<file path="config.mk">
export PLATFORM = sky130hd
export DESIGN_NAME = parity_frame_tx_flat
export DESIGN_NICKNAME = d
export VERILOG_FILES = /design/src/rtl/parity_frame_tx_pkg.sv /design/src/rtl/parity_frame_tx_if.sv /design/src/rtl/parity_frame_tx_even_p_gen_nbit.sv /design/src/rtl/parity_frame_tx.sv /design/src/flat_wrapper.sv
export SDC_FILE = /design/constraint.sdc
export NUM_CORES = 1
export LEC_CHECK = 0
export BUFFER_PORTS_ARGS = -buffer_cell sky130_fd_sc_hd__buf_2
export CAP_MARGIN = 40
export CORE_UTILIZATION = 57
export DETAILED_ROUTE_END_ITERATION = 8
export HOLD_SLACK_MARGIN = 0.05
export PLACE_DENSITY = 0.77
export SKIP_CTS_REPAIR_TIMING = 1
export SYNTH_ARGS = -nofsm -noshare
export SYNTH_HDL_FRONTEND = slang
export SYNTH_HIERARCHICAL = 1
export SYNTH_SLANG_ARGS = --single-unit
</file>
<file path="constraint.sdc">
create_clock -name clk -period 3 [get_ports clk]
set_input_delay 0.3 -clock clk [delete_from_list [all_inputs] [get_ports clk]]
set_output_delay 0.3 -clock clk [all_outputs]
set_load 0.1 [all_outputs]
</file>
<file path="src/rtl/parity_frame_tx_pkg.sv">
// Shared definitions for the parity frame transmitter: state encodings,
// frame geometry helpers and the serial line idle level.
package parity_frame_tx_pkg;

    // 3-bit state encodings
    localparam logic [2:0] ST_IDLE   = 3'd0;
    localparam logic [2:0] ST_START  = 3'd1;
    localparam logic [2:0] ST_DATA   = 3'd2;
    localparam logic [2:0] ST_PARITY = 3'd3;
    localparam logic [2:0] ST_STOP   = 3'd4;

    typedef enum logic [2:0] {
        IDLE   = ST_IDLE,
        START  = ST_START,
        DATA   = ST_DATA,
        PARITY = ST_PARITY,
        STOP   = ST_STOP
    } state_e;

    // Start, parity and stop bits wrap every data word
    localparam int unsigned FRAME_OVERHEAD = 3;

    // Level driven on the serial line whenever no frame is in flight
    localparam logic LINE_IDLE = 1'b1;

    // Total bits on the line per frame (FRAME_BITS = WIDTH+3)
    function automatic int unsigned frame_bits(input int unsigned width);
        return width + FRAME_OVERHEAD;
    endfunction

    // Counter width for a 0..n-1 range, never narrower than one bit
    function automatic int unsigned cnt_width(input int unsigned n);
        return (n > 1) ? $clog2(n) : 1;
    endfunction

endpackage

</file>
<file path="src/rtl/parity_frame_tx_if.sv">
// Word handshake between a producer (master) and the transmitter (slave).
//   in_data  : word to transmit, sampled only at accept
//   in_valid : producer has a word
//   in_ready : transmitter can accept this cycle
interface parity_frame_tx_if #(
    parameter int unsigned WIDTH = 3
);
    logic [WIDTH-1:0] in_data;
    logic             in_valid;
    logic             in_ready;

    modport master (output in_data, output in_valid, input  in_ready);
    modport slave  (input  in_data, input  in_valid, output in_ready);
endinterface

</file>
<file path="src/rtl/parity_frame_tx_even_p_gen_nbit.sv">
// Combinational even-parity generator: p makes {i, p} carry an even
// number of ones.
//   i : WIDTH-bit input word
//   p : even-parity bit
module even_p_gen_nbit #(
    parameter int unsigned WIDTH = 3
) (
    input  logic [WIDTH-1:0] i,
    output logic             p
);
    assign p = ^i;
endmodule

</file>
<file path="src/rtl/parity_frame_tx.sv">
// Serial frame transmitter: accepts a word over valid/ready, then shifts
// out start(0), data LSB-first, even parity and stop(1), each bit held for
// BIT_CYCLES clocks.
//   clk        : rising-edge clock
//   rst        : synchronous active-high reset
//   bus        : word handshake (slave side)
//   tx         : registered serial line, idles high
//   busy       : registered, high from the cycle after accept through stop
//   frame_done : registered one-cycle pulse in the first idle cycle after a frame
module parity_frame_tx
    import parity_frame_tx_pkg::*;
#(
    parameter int unsigned WIDTH      = 3,
    parameter int unsigned BIT_CYCLES = 4
) (
    input  logic                clk,
    input  logic                rst,
    parity_frame_tx_if.slave    bus,
    output logic                tx,
    output logic                busy,
    output logic                frame_done
);

    localparam int unsigned CNT_W = cnt_width(BIT_CYCLES);
    localparam int unsigned IDX_W = cnt_width(WIDTH);
    localparam logic [CNT_W-1:0] CNT_LAST = CNT_W'(BIT_CYCLES - 1);
    localparam logic [IDX_W-1:0] IDX_LAST = IDX_W'(WIDTH - 1);

    state_e           state;
    logic [CNT_W-1:0] bit_cnt;
    logic [IDX_W-1:0] bit_idx;
    logic [WIDTH-1:0] shreg;
    logic             par_q;
    logic             ready_q;

    logic             par_c;
    logic             accept_c;
    logic             bit_wrap_c;
    logic [WIDTH-1:0] shifted_c;

    // Parity is computed on the live bus word and captured only at accept
    even_p_gen_nbit #(.WIDTH(WIDTH)) u_par (
        .i (bus.in_data),
        .p (par_c)
    );

    assign bus.in_ready = ready_q;
    assign accept_c     = bus.in_valid && ready_q;
    assign bit_wrap_c   = (bit_cnt == CNT_LAST);
    assign shifted_c    = shreg >> 1;

    // Frame sequencer: state, bit timing, shift register and line outputs
    always_ff @(posedge clk) begin
        if (rst) begin
            state      <= IDLE;
            tx         <= LINE_IDLE;
            busy       <= 1'b0;
            frame_done <= 1'b0;
            ready_q    <= 1'b1;
            bit_cnt    <= '0;
            bit_idx    <= '0;
            shreg      <= '0;
            par_q      <= 1'b0;
        end else begin
            frame_done <= 1'b0;

            // Bit timer runs only while a frame is on the line
            if (state != IDLE) begin
                bit_cnt <= bit_wrap_c ? '0 : bit_cnt + CNT_W'(1);
            end

            case (state)
                IDLE: begin
                    if (accept_c) begin
                        shreg   <= bus.in_data;
                        par_q   <= par_c;
                        bit_cnt <= '0;
                        bit_idx <= '0;
                        tx      <= 1'b0;
                        busy    <= 1'b1;
                        ready_q <= 1'b0;
                        state   <= START;
                    end
                end
                START: begin
                    if (bit_wrap_c) begin
                        tx    <= shreg[0];
                        state <= DATA;
                    end
                end
                DATA: begin
                    if (bit_wrap_c) begin
                        if (bit_idx == IDX_LAST) begin
                            tx    <= par_q;
                            state <= PARITY;
                        end else begin
                            bit_idx <= bit_idx + IDX_W'(1);
                            shreg   <= shifted_c;
                            tx      <= shifted_c[0];
                        end
                    end
                end
                PARITY: begin
                    if (bit_wrap_c) begin
                        tx    <= LINE_IDLE;
                        state <= STOP;
                    end
                end
                STOP: begin
                    if (bit_wrap_c) begin
                        busy       <= 1'b0;
                        frame_done <= 1'b1;
                        ready_q    <= 1'b1;
                        state      <= IDLE;
                    end
                end
                default: begin
                    tx      <= LINE_IDLE;
                    busy    <= 1'b0;
                    ready_q <= 1'b1;
                    state   <= IDLE;
                end
            endcase
        end
    end

endmodule

</file>
<file path="src/flat_wrapper.sv">
// flat-port wrapper written by rule: the top's interface ports become plain ports
module parity_frame_tx_flat import parity_frame_tx_pkg::*;
#(
    parameter int unsigned WIDTH      = 3,
    parameter int unsigned BIT_CYCLES = 4
)
  (clk, rst, tx, busy, frame_done, bus_in_data, bus_in_valid, bus_in_ready);
  parity_frame_tx_if #(.WIDTH(WIDTH)) bus_i ();
  input  logic clk;
  input  logic rst;
  output logic tx;
  output logic busy;
  output logic frame_done;
  input wire logic [$bits(bus_i.in_data)-1:0] bus_in_data;
  input wire logic [$bits(bus_i.in_valid)-1:0] bus_in_valid;
  output wire logic [$bits(bus_i.in_ready)-1:0] bus_in_ready;
  assign bus_i.in_data = bus_in_data;
  assign bus_i.in_valid = bus_in_valid;
  assign bus_in_ready = bus_i.in_ready;
  parity_frame_tx #(.WIDTH(WIDTH), .BIT_CYCLES(BIT_CYCLES)) u_core (.clk(clk), .rst(rst), .bus(bus_i), .tx(tx), .busy(busy), .frame_done(frame_done));
endmodule
</file>
* Yosys cells after proc, flatten, opt, wreduce, memory -nomap -nowiden
Index checks and enable logic that the tools add are counted.
** Word-level totals
- Bits in registers :: 15
- Bits of input ports :: 6
- Output and inout port bits :: 4
- Word-level logic and storage cells :: 68
** Cells by class
- Eq/ne operators :: 13
- Reductions and logical operators :: 12
- Muxes and demuxes :: 30
- Bitwise operators :: 2
- Add/sub/neg operators :: 2
** Operators with widths (number)
- 3-bit two-way mux :: 9
- 3-bit case mux with 5 select lines :: 1
- 2-bit two-way mux :: 7
- 2-bit by 1-bit inequality test with 1-bit output, second input constant :: 6
- 1-bit two-way mux :: 8
- 3-bit by 2-bit == test with 1-bit output, second input constant :: 2
- 1-bit case mux with 3 select lines :: 2
- 3-bit case mux with 2 select lines :: 1
- 6-bit AND reduction :: 1
- 1-bit case mux with 5 select lines :: 1
- 5-bit AND reduction :: 1
- 2-bit by 1-bit adder with 2-bit output, second input constant :: 2
- 2-bit == test, second input constant :: 2
- 2-bit case mux with 2 select lines :: 1
- 4-bit AND reduction :: 1
- 3-bit by 1-bit == test with 1-bit output, second input constant :: 1
- 3-bit == test, second input constant :: 1
- 3-bit logical NOT :: 1
- 3-bit AND reduction :: 1
- 3-bit nonzero test :: 1
- 3-bit OR reduction :: 1
- 3-bit parity :: 1
- 2-bit inequality test, second input constant :: 1
- 1-bit NOT :: 2
- 4 further kinds :: 4

* Longest topological paths before layout
- Depth in word-level cells :: 5
- Gate-level depth with buffers :: 5
- Depth with buffers taken out :: 5

* By module
The synthesis kept the hierarchy.
** By module, submodules not included
- parity_frame_tx :: area an instance 758.2 sq um, cells each 84, sequential area each 300.3 sq um, times used 1
- even_p_gen_nbit :: area an instance 23.8 sq um, cells each 1, sequential area each 0.0 sq um, times used 1

* Worst setup path after synthesis
No wires, ideal clock.
- Path kind :: reg-to-reg
- From :: reg u_core.ready_q (netlist: u_core/bus.in_ready)
- To :: reg u_core.shreg[0]
- Arrival time :: 1.937 ns
- Required time :: 2.879 ns
- Path slack :: 0.942 ns
- Path buffers :: 0
- Stages on the path, launching flop included :: 4
- Clock period less this slack :: 2.058 ns
- Setup time :: 0.121 ns
- Path through :: dfxtp_1 nand3b_1 a211oi_4 mux2_2
** On the way
- Longest elaborated chain between the ends :: 3
** Ends and longest elaborated chain
- from (decl) :: RTL line parity_frame_tx.sv:34 : logic ready_q;
- from (signal assigned) :: RTL line parity_frame_tx.sv:59 : ready_q <= 1'b1;
- from (signal assigned) :: RTL line parity_frame_tx.sv:81 : ready_q <= 1'b0;
- from (signal assigned) :: RTL line parity_frame_tx.sv:113 : ready_q <= 1'b1;
- 1-bit logical AND :: RTL line parity_frame_tx.sv:48 : assign accept_c = bus.in_valid && ready_q;
- 2-bit by 1-bit inequality test with 1-bit output (no line)
- 4-bit AND reduction (no line)
- to (signal assigned) :: RTL line parity_frame_tx.sv:75 : shreg <= bus.in_data;
- to (signal assigned) :: RTL line parity_frame_tx.sv:98 : shreg <= shifted_c;
- to (decl) :: RTL line parity_frame_tx.sv:32 : logic [WIDTH-1:0] shreg;
Every way passes these cells.
A chain may end at the register's enable or synchronous reset.

* Worst setup path after layout
- From :: reg u_core.bit_idx[0]
- To :: reg u_core.shreg[1]
** On the way
- Longest elaborated chain between the ends :: 3
** Ends and longest elaborated chain
- from (decl) :: RTL line parity_frame_tx.sv:31 : logic [IDX_W-1:0] bit_idx;
- from (signal assigned) :: RTL line parity_frame_tx.sv:97 : bit_idx <= bit_idx + IDX_W'(1);
- 2-bit == test :: RTL line parity_frame_tx.sv:93 : if (bit_idx == IDX_LAST) begin
- 2-bit inequality test (no line)
- 4-bit AND reduction (no line)
Every way passes these cells.

==> flow_results.org <==
** Status
- The run finished with clean final reports.

** GRT
- The via count of the first global-routing pass came to 576.
- Number of antenna violations at the first check in global routing :: 0
- For this run, the total global-route usage over all layers was measured as 0.256.
- Entering global routing, the biggest net connects 21 pins.
- Remaining global-route overflow :: 0
- Global-route wire length before repair :: 2590 um

** Routing
- Once detail routing completed, the nets flagged for antenna violations numbered 0.
- Routed length per placed instance :: 15.0 um
- DRC :: 0
- The routed layout has 677 vias.
- Initial DRC Count :: 24
- After detailed routing, the total wire length is 1590 um.
- For this run, the detailed router's first-pass iteration total came to 4.
- In the routed layout, each cell is associated on average with a via count of 6.39.

** Timing
- Timing would allow up to 561 MHz.
- RSZ-0062 raised after global routing :: false
- The final-report hold violation count was 0.
- Measured against its own limit, the worst slew margin works out to 0.608.
- Share of the clock period used by the worst path :: 0.594
- The clock period could shrink to 1.78 ns.
- Setup violations remaining at the end of the flow were counted as 0.
- For the final database, setup skew stands at 0.00103 ns.
- For the final routed database, the setup TNS stands at 0 ns.
- The final-report max-slew violation count was 0.
- Pin slew with the least headroom to its limit :: 0.583 ns

** Setup path
- Crit path launch type :: flop
- Worst Path Class, Setup :: reg2reg
- Of all nets on the critical path, the largest fanout is 5.
- Worst Setup End Kind :: flop
- Beginning of the critical path :: u_core/bit_idx[0]
- Required time reported for the critical path endpoint :: 3.17 ns
- Startpoint of the worst register-to-register path :: u_core/bit_idx[0]
- For the worst setup path, the data arrival time is 1.95 ns.

** Die
- The die is 39.0 um wide.
- Placement row count :: 12
- For this configuration, the core starts out at a cell density of 0.659.
- Placeable core region :: 1190 um2
- During I/O placement, the number of pins put on the boundary was 10.
- The die covers 1520 um2.
- Vertical die dimension :: 39.0 um

** Final layout
- Leaving out fill and tap cells, the most frequent cell in the layout is sky130_fd_sc_hd__dfxtp_1.
- Area added between synthesis and finish :: 8.00%
- The repair_antennas step left the layout with diodes totalling 0.
- Final cell count without fillers :: 106
- The library cells used most frequently in the layout, excluding fill and tap cells, are 15 x sky130_fd_sc_hd__dfxtp_1, 9 x sky130_fd_sc_hd__buf_2, 7 x sky130_fd_sc_hd__nand2_1.
- For this run, the post-layout net count is 101.
- Filler cells :: 89
- In the final layout, the share of cells above drive strength 1 is 0.174.

** Synthesis
- Share of async-settable or async-resettable flops after synthesis :: 0
- Sequential share of the synthesized area :: 0.384
- In this run, synthesis inferred 0 flip-flops with an integrated enable.
- Synthesized netlist cell count :: 85
- Averaged over all synthesized cells, the footprint is 9.20 um2.
- Post-synthesis sequential element count :: 15
- Predominant post-synthesis flop cell :: sky130_fd_sc_hd__dfxtp_1
- The netlist uses 34 different library cells.
- Counting every net in the synthesized netlist gives 93.
- Post-synthesis instance area :: 782 um2
- The Yosys step of the flow raised 6 warnings.

** Placed design
- The congestion estimate from routability-driven global placement came to 0.704.
- Placed cell count :: 102
- IO Port Bufs :: 9
- Post-detail-place hpwl :: 1060 um

** Power
- The analysis attributes to cell leakage a power of 0.333 nW.
- In this run the power density over the cells is 501 nW/um2.
- Across the VDD grid, the largest voltage drop is 337 uV.

** Clocking
- TritonCTS built the clock tree.
- In this run the deepest clock path goes through 2 buffers.
- Clock-pin slew was measured on the worst setup and hold paths at 0.08 ns.
- Clock latency at the later pin of the worst-skew pair :: 0.28 ns
- In this run the number of H-tree levels came out at 1.
- Buffer type at the clock tree root :: sky130_fd_sc_hd__clkbuf_4
- Counting the buffers created by CTS gives 3.
- Clock tree synthesis found a total of 15 sinks.

** Hold path
- Type of the tightest min-delay check :: in2reg
- Worst hold path startpoint :: bus_in_valid

** Run
- Max-cap viol count :: 0
## metrics by stage
stage / total power, mW / cell area (um2) / hold WS (ns) / util / setup WS [ns]
floorplan: 0.298 / 782 / 0.452 / - / 0.942
global placement: 0.314 / 818 / 0.462 / 0.690 / 1.31
detailed placement: 0.316 / 818 / 0.468 / 0.690 / 1.26
CTS: 0.426 / 845 / 0.349 / 0.712 / 1.24
global route: 0.441 / 845 / 0.372 / 0.712 / 1.11
finish: 0.423 / 845 / 0.352 / 0.712 / 1.22
## cells in the mapped netlist (3+ instances only)
cell | n | area, um2
sky130_fd_sc_hd__a21oi_1 | 6 | 30.0
sky130_fd_sc_hd__buf_2 | 3 | 15.0
sky130_fd_sc_hd__dfxtp_1 | 15 | 300
sky130_fd_sc_hd__mux2i_1 | 4 | 40.0
sky130_fd_sc_hd__nand2_1 | 7 | 26.3
sky130_fd_sc_hd__nand3_1 | 3 | 15.0
sky130_fd_sc_hd__nor2_1 | 4 | 15.0
sky130_fd_sc_hd__nor3_1 | 3 | 15.0
sky130_fd_sc_hd__or3_1 | 3 | 18.8
## final cells by class
class | count | area [um2] | share of cell area
Tap cell | 14 | 17.5 | 0.0207
Clock buffer | 4 | 26.3 | 0.0311
Timing Repair Buffer | 9 | 45.0 | 0.0533
Inverter | 2 | 7.51 | 0.00889
Multi-Input combinational cell | 62 | 448 | 0.530
Sequential cell | 15 | 300 | 0.356
## logic make-up after synthesis
family / Yosys count / share of synthesized area
simple gates: 34 / 0.253
flops: 15 / 0.384
xor+xnor: 2 / 0.0416
fa+ha+maj: 2 / 0.0320
mux: 6 / 0.0800
compound gates: 18 / 0.166
buf+inv: 8 / 0.0432
## worst max-delay path, cell delays in order, from the launching register on
cell                       delay [ns]
sky130_fd_sc_hd__dfxtp_1         0.35
sky130_fd_sc_hd__inv_1           0.06
sky130_fd_sc_hd__ha_1            0.24
sky130_fd_sc_hd__nand3b_2        0.27
sky130_fd_sc_hd__a211oi_4        0.38
sky130_fd_sc_hd__mux2_2          0.37
## flip-flops by register name, summed over array words and instances (netlist names)
signal / flops
u_core/bus.in_ready: 1
u_core/frame_done: 1
u_core/tx: 1
u_core/state: 3
u_core/busy: 1
u_core/shreg: 3
u_core/par_q: 1
u_core/bit_idx: 2
u_core/bit_cnt: 2
## path summary, 6_finish.rpt
path	end	slack [ns]	cells past startpoint
worst min register to register	u_core/bit_cnt[1]	0.47	2
worst max register to register	u_core/shreg[1]	1.22	5
worst max-delay path	u_core/shreg[1]	1.22	5
worst min-delay path	u_core/par_q	0.35	3
## power by group
| part | internal [mW] | switching, mW |
|---|---|---|
| clock | 0.0516 | 0.0586 |
| combinational | 0.0290 | 0.0603 |
| sequential | 0.211 | 0.0129 |
| total | 0.291 | 0.132 |
## routing by layer
| metal | routed length [um] | share of wire | track usage | up-vias |
|---|---|---|---|---|
| met5 | 0 | 0 | 0 | - |
| met4 | 0 | 0 | 0.0517 | 0 |
| met3 | 85 | 0.054 | 0.0867 | 0 |
| met2 | 796 | 0.50 | 0.450 | 22 |
| met1 | 706 | 0.44 | 0.298 | 327 |
| li1 | - | - | - | 328 |
Power figures use the tool's default switching activity.
